## src/rtl/hl_word_assembler_if.sv

```systemverilog
// Handshake bundle between a half-word source, the word assembler and the
// split high/low load register it feeds. The source/consumer side takes the
// master modport; the assembler takes the slave modport.
interface hl_word_assembler_if #(
    parameter int N = 16
);
    logic [N/2-1:0] in_data;
    logic           in_valid;
    logic           in_ready;
    logic           flush;
    logic           word_ack;
    logic [N/2-1:0] inh;
    logic [N/2-1:0] inl;
    logic           loadh;
    logic           loadl;
    logic           word_valid;
    logic           half_pending;
    logic [7:0]     word_count;
    logic           overrun;

    modport master (
        output in_data,
        output in_valid,
        output flush,
        output word_ack,
        input  in_ready,
        input  inh,
        input  inl,
        input  loadh,
        input  loadl,
        input  word_valid,
        input  half_pending,
        input  word_count,
        input  overrun
    );

    modport slave (
        input  in_data,
        input  in_valid,
        input  flush,
        input  word_ack,
        output in_ready,
        output inh,
        output inl,
        output loadh,
        output loadl,
        output word_valid,
        output half_pending,
        output word_count,
        output overrun
    );
endinterface

```

## src/rtl/hl_word_assembler.sv

```systemverilog
// Half-word to word assembler. Steers alternate half-words from a valid/ready
// stream into the high and low load ports of a split register, then holds a
// word-valid/ack handshake until the consumer takes the word. Counts completed
// words (wrapping) and keeps a sticky overrun flag for input offered while full.
module hl_word_assembler #(
    parameter int N          = 16,
    parameter bit HIGH_FIRST = 1'b1
) (
    input logic                clk,
    input logic                clear,
    hl_word_assembler_if.slave bus
);
    localparam int HALF_W = N / 2;

    typedef enum logic [1:0] {
        S_EMPTY = 2'd0,
        S_HALF  = 2'd1,
        S_FULL  = 2'd2
    } state_t;

    state_t              r_state;
    state_t              w_state_next;
    logic [7:0]          r_word_count;
    logic                r_overrun;
    logic                w_in_ready;
    logic                w_accept;
    logic                w_first_load;
    logic                w_second_load;
    logic [HALF_W-1:0]   w_half_data;

    // The register sees the incoming half on both ports; the strobes decide
    // which half actually captures it.
    assign w_half_data = bus.in_data;
    assign bus.inh     = w_half_data;
    assign bus.inl     = w_half_data;

    // Next-state, ready and strobe decode. While clear is held the outputs are
    // forced quiet so nothing reaches the register; flush overrides the
    // handshake and the ack and always returns to EMPTY.
    always_comb begin
        w_state_next  = r_state;
        w_in_ready    = 1'b0;
        w_accept      = 1'b0;
        w_first_load  = 1'b0;
        w_second_load = 1'b0;
        if (bus.flush) begin
            w_state_next = S_EMPTY;
        end else if (!clear) begin
            case (r_state)
                S_EMPTY: begin
                    w_in_ready   = 1'b1;
                    w_accept     = bus.in_valid;
                    w_first_load = w_accept;
                    if (w_accept) begin
                        w_state_next = S_HALF;
                    end
                end
                S_HALF: begin
                    w_in_ready    = 1'b1;
                    w_accept      = bus.in_valid;
                    w_second_load = w_accept;
                    if (w_accept) begin
                        w_state_next = S_FULL;
                    end
                end
                S_FULL: begin
                    // Input offered here is refused; only the ack moves on.
                    if (bus.word_ack) begin
                        w_state_next = S_EMPTY;
                    end
                end
                default: begin
                    w_state_next = S_EMPTY;
                end
            endcase
        end
    end

    // State register; async clear returns to EMPTY immediately so the
    // state-derived outputs drop without waiting for an edge.
    always_ff @(posedge clk or posedge clear) begin
        if (clear) begin
            r_state <= S_EMPTY;
        end else begin
            r_state <= w_state_next;
        end
    end

    // Completed-word counter: bumps on the second-half accept and wraps at 8 bits.
    always_ff @(posedge clk or posedge clear) begin
        if (clear) begin
            r_word_count <= 8'd0;
        end else if (w_second_load) begin
            r_word_count <= r_word_count + 8'd1;
        end
    end

    // Sticky overrun: set by input offered while full, cleared only by flush.
    always_ff @(posedge clk or posedge clear) begin
        if (clear) begin
            r_overrun <= 1'b0;
        end else if (bus.flush) begin
            r_overrun <= 1'b0;
        end else if (r_state == S_FULL && bus.in_valid) begin
            r_overrun <= 1'b1;
        end
    end

    // Route first/second half strobes to the high/low ports by word order.
    assign bus.loadh        = HIGH_FIRST ? w_first_load  : w_second_load;
    assign bus.loadl        = HIGH_FIRST ? w_second_load : w_first_load;

    assign bus.in_ready     = w_in_ready;
    assign bus.word_valid   = (r_state == S_FULL);
    assign bus.half_pending = (r_state == S_HALF);
    assign bus.word_count   = r_word_count;
    assign bus.overrun      = r_overrun;
endmodule

```

## src/flat_wrapper.sv

```systemverilog
// flat-port wrapper written by rule: the top's interface ports become plain ports
module hl_word_assembler_flat 
#(
    parameter int N          = 16,
    parameter bit HIGH_FIRST = 1'b1
)
  (clk, clear, bus_in_data, bus_in_valid, bus_flush, bus_word_ack, bus_in_ready, bus_inh, bus_inl, bus_loadh, bus_loadl, bus_word_valid, bus_half_pending, bus_word_count, bus_overrun);
  hl_word_assembler_if #(.N(N)) bus_i ();
  input logic clk;
  input logic clear;
  input wire logic [$bits(bus_i.in_data)-1:0] bus_in_data;
  input wire logic [$bits(bus_i.in_valid)-1:0] bus_in_valid;
  input wire logic [$bits(bus_i.flush)-1:0] bus_flush;
  input wire logic [$bits(bus_i.word_ack)-1:0] bus_word_ack;
  output wire logic [$bits(bus_i.in_ready)-1:0] bus_in_ready;
  output wire logic [$bits(bus_i.inh)-1:0] bus_inh;
  output wire logic [$bits(bus_i.inl)-1:0] bus_inl;
  output wire logic [$bits(bus_i.loadh)-1:0] bus_loadh;
  output wire logic [$bits(bus_i.loadl)-1:0] bus_loadl;
  output wire logic [$bits(bus_i.word_valid)-1:0] bus_word_valid;
  output wire logic [$bits(bus_i.half_pending)-1:0] bus_half_pending;
  output wire logic [$bits(bus_i.word_count)-1:0] bus_word_count;
  output wire logic [$bits(bus_i.overrun)-1:0] bus_overrun;
  assign bus_i.in_data = bus_in_data;
  assign bus_i.in_valid = bus_in_valid;
  assign bus_i.flush = bus_flush;
  assign bus_i.word_ack = bus_word_ack;
  assign bus_in_ready = bus_i.in_ready;
  assign bus_inh = bus_i.inh;
  assign bus_inl = bus_i.inl;
  assign bus_loadh = bus_i.loadh;
  assign bus_loadl = bus_i.loadl;
  assign bus_word_valid = bus_i.word_valid;
  assign bus_half_pending = bus_i.half_pending;
  assign bus_word_count = bus_i.word_count;
  assign bus_overrun = bus_i.overrun;
  hl_word_assembler #(.N(N), .HIGH_FIRST(HIGH_FIRST)) u_core (.clk(clk), .clear(clear), .bus(bus_i));
endmodule
```

## config.mk

```make
export PLATFORM = sky130hd
export DESIGN_NAME = hl_word_assembler_flat
export DESIGN_NICKNAME = d
export VERILOG_FILES = /design/src/rtl/hl_word_assembler_if.sv /design/src/rtl/hl_word_assembler.sv /design/src/flat_wrapper.sv
export SDC_FILE = /design/constraint.sdc
export NUM_CORES = 1
export LEC_CHECK = 0
export CAP_MARGIN = 20
export CORE_MARGIN = 2
export CORE_UTILIZATION = 38
export CTS_BUF_LIST = sky130_fd_sc_hd__clkbuf_16
export DETAILED_ROUTE_END_ITERATION = 10
export GPL_ROUTABILITY_DRIVEN = 0
export PLACE_DENSITY = 0.8
export SLEW_MARGIN = 10
export SYNTH_ARGS = -nofsm -noshare
export SYNTH_HDL_FRONTEND = slang
export SYNTH_SLANG_ARGS = --single-unit
```

## constraint.sdc

```tcl
create_clock -name clk -period 3.5 [get_ports clk]
set_input_delay 0.7 -clock clk [delete_from_list [all_inputs] [get_ports clk]]
set_output_delay 0.7 -clock clk [all_outputs]
set_load 0.01 [all_outputs]
```

Word-level counts from Yosys, hierarchy flattened
Cells that the tools add are included.
{"block": "word_totals", "inputBits": 13, "elab_cells": 32, "regBits": 11, "output_inout_bits": 30}
{"block": "classes", "reduce_logical": 5, "n_mux": 17, "addsub": 1, "n_eq_ne": 6}
{"cell": "1-bit 2-to-1 mux", "n": 11}
{"cell": "2-bit 2-to-1 mux", "n": 5}
{"cell": "3-bit != test, second input constant", "n": 3}
{"cell": "8-bit by 1-bit adder with 8-bit output, second input constant", "n": 1}
{"cell": "2-bit one-hot mux with 3 select lines", "n": 1}
{"cell": "4-bit AND reduction", "n": 1}
{"cell": "2-bit by 1-bit == test with 1-bit output, second input constant", "n": 1}
{"cell": "2-bit == test, second input constant", "n": 1}
{"cell": "2-bit logical NOT", "n": 1}
{"cell": "2-bit by 1-bit != test with 1-bit output, second input constant", "n": 1}
{"cell": "2-bit nonzero test", "n": 1}
{"cell": "2-bit OR reduction", "n": 1}
{"cell": "1-bit logical AND", "n": 1}

Logic depth before layout (Yosys ltp)
{"block": "logic_depth", "ltp_word": 5, "ltp_mapped": 4, "depth_no_buf": 4}

Worst setup path before layout
No wires, ideal clock.
{"block": "synth_path", "path_kind": "input-to-output", "from": "in bus_flush", "to": "out bus_loadl", "arrival_ps": 1268, "cell_stages": 2, "setup_slack_ps": 1532, "path_buffers": 0, "t_required_ps": 2800, "path_cell_list": "nor3_2 and3_4"}
{"block": "synth_via", "elab_chain_cells": 1}
{"element": "start: declaration", "line_no": "flat_wrapper.sv:13", "rtl": "input wire logic [$bits(bus_i.flush)-1:0] bus_flush;"}
{"element": "1-bit 2-to-1 mux", "line_no": "hl_word_assembler.sv:46", "rtl": "if (bus.flush) begin"}
{"element": "end: declaration", "line_no": "flat_wrapper.sv:19", "rtl": "output wire logic [$bits(bus_i.loadl)-1:0] bus_loadl;"}
Every way passes these cells.

Final worst setup path
Same ends and word-level chain as after synthesis.

==> qor.csv <==
metric,value,unit
Peak Freq,0.333,GHz
Hold Path Depth,1,
max capacitance violation total,0,
"Endpoint, Worst Hold",u_core.bus.word_count[7],
core area,1710,µm²
CTS clock-pin slew for the worst setup and hold paths,40,ps
PostCTS Resize Cnt,0,
sequential share of the synthesized area,0.405,
Yosys warnings,0,
Final period util,0.858,
Mapped Area,679,µm²
post-cts hold buffer count,0,
CTS tree,built,
vias in the first global route,446,
#FFs+latches synth,11,
hold_sp,u_core.bus.word_count[7],
CTS Buffer Depth,2,
Starting Density,0.398,
Nets,87,
Power Dens Cells,519,nW/µm²
clk sinks,11,
# rows,15,
Detailed Routing Iterations Pass 1,4,
initial antenna violation count,0,
status,completed,
setup TNS after final layout,0,ps
Cell variety after synth,19,
share of the synthesized area in the top cell type,0.405,
fin crit period,3000,ps
post-route DRC violation count,0,
CP Max Fanout,7,
Hold Path Class,reg2reg,
worst-margin pin slew,451,ps
slew margin rel.,0.699,
Setup CP Type,in2out,
worst r2r path cells,3,
CTS HTree Levels,1,
first-pass GRT wire length,2.11,mm
largest cells by area after synthesis,"dfrtp_1, buf_4, xor2_1",
CP Launch Type,primary input,
DRT iter0 DRCs,4,
syn_nets,80,
GR Overflow Total,0,
share of layout cells above drive strength 1,0.111,
final WL,1.20,mm
Layout area overhead,25.0,%
die area,2140,µm²
Total GRT Usage,0.140,
leading area contributor after synthesis,dfrtp_1,
clk root buf,clkbuf_16,
"Avg Cell Area, Syn",10.3,µm²
Max VDD drop,429,µV
Setup crit end kind,primary output,
Arrival @ worst endpoint,2300,ps
worst flop-to-flop path startpoint,u_core.r_state[1],
setup bufs post-CTS,0,
static leakage,0.382,nW
Worst Path Required,2800,ps
Final Core Density,0.497,
die height,46.3,µm
R2R Path End,u_core.bus.word_count[1],
layout filler cell count,145,
vias per cell,4.77,
DR WL/cell,12.4,µm
clk_skew,5.17,ps
Antenna Nets Post-Route,0,
die width,46.3,µm
Setup Viol. Count Final,0,
# IOs,43,
hold_ws,466,ps
Skew-Pair Late Insertion Delay,240,ps
Port Buffers,18,
TritonCTS buffer count,3,
"Hold Vio Cnt, Final",0,
Diodes inserted,0,
r2r setup slk,2100,ps
largest net degree at the start of global routing,12,
Pins Over Slew Limit,0,
Synth Instances,66,
RSZ-0062 raised after global routing,no,
DR vias,463,
cells in the mapped netlist:
cell type,n
buf_4,16
nand2_1,3
nor3_1,3
xnor2_1,1
nor2_1,6
and2b_1,3
nand4_1,2
nor3_2,1
dfrtp_1,11
ha_1,1
inv_1,1
and3_4,1
o21ai_0,2
and2_2,1
nand4bb_4,1
a21oi_1,3
mux2_4,1
xor2_1,6
nand4b_1,3
final cells by class:
class	count	area, µm²	share of cell area
Timing Repair Buffer	18	180	0.212
Sequential cell	11	275	0.324
Tap cell	25	31.3	0.0368
Clock buffer	3	75.1	0.0884
Multi-Input combinational cell	38	280	0.330
Inverter	1	3.75	0.00442
Clock inverter	1	3.75	0.00442
metrics by stage:
stage | instances | cell area, µm² | setup slack, ps | total power [mW]
after floorplan | 66 | 679 | 1530 | 0.214
after global placement | 93 | 771 | 528 | 0.239
after detailed placement | 93 | 771 | 514 | 0.242
after CTS | 97 | 850 | 503 | 0.446
after global routing | 97 | 850 | 405 | 0.464
final | 97 | 850 | 496 | 0.441
report_power, final:
part           leakage [nW]  switching [mW]  internal (mW)
Sequential            0.150          0.0174          0.141
Combinational         0.190          0.0311         0.0484
Clock                0.0423          0.0534          0.150
Total                 0.382           0.102          0.339
critical path: stages:
cell and delay (ps):
clkdlybuf4s50_1 510, nor3_2 310, and3_4 250, clkdlybuf4s50_1 540
routing by layer:
layer | track usage | share of wire
met4 | 0.0229 | 0.0075
met2 | 0.211 | 0.43
met5 | 0 | 0
met3 | 0.0588 | 0.077
met1 | 0.191 | 0.49
flip-flops by register name, summed over array words and instances (netlist names):
name,cells
u_core.bus.overrun,1
u_core.bus.word_count,8
u_core.r_state,2
worst max path at each step:
stage / endpoint / slack, ps / cells past startpoint / start
final: bus_loadl / 500 / 4 / bus_flush
after global routing: bus_loadl / 400 / 4 / bus_flush
after detailed placement: bus_loadl / 510 / 4 / bus_flush
after global placement: bus_loadl / 530 / 4 / bus_flush
after floorplan: bus_loadl / 1530 / 2 / bus_flush
after CTS: bus_loadl / 500 / 4 / bus_flush
logic make-up after synthesis:
logic type               after synthesis  synth area share
flip-flops                            11             0.405
AND/OR/NAND/NOR                       24             0.245
multiplexers                           1            0.0221
AO/OA/AOI/OAI                          5            0.0368
buffers and inverters                 17             0.182
adder cells (fa/ha/maj)                1            0.0184
XOR/XNOR                               7            0.0902
cell usage in the layout (no fill, tap or decap):
cell type,synthesis,layout
xnor2_1,1,1
and3_4,1,1
dfrtp_1,11,11
clkbuf_16,0,3
inv_1,1,2
nand4_1,2,2
a21oi_1,3,3
nand4b_1,3,3
nand2_1,3,3
nor3_2,1,1
clkdlybuf4s50_1,0,18
mux2_4,1,1
xor2_1,6,6
nor2_1,6,6
o21ai_0,2,2
nand4bb_4,1,1
and2_2,1,1
nor3_1,3,3
ha_1,1,1
and2b_1,3,3
Power figures use the tool's default switching activity.
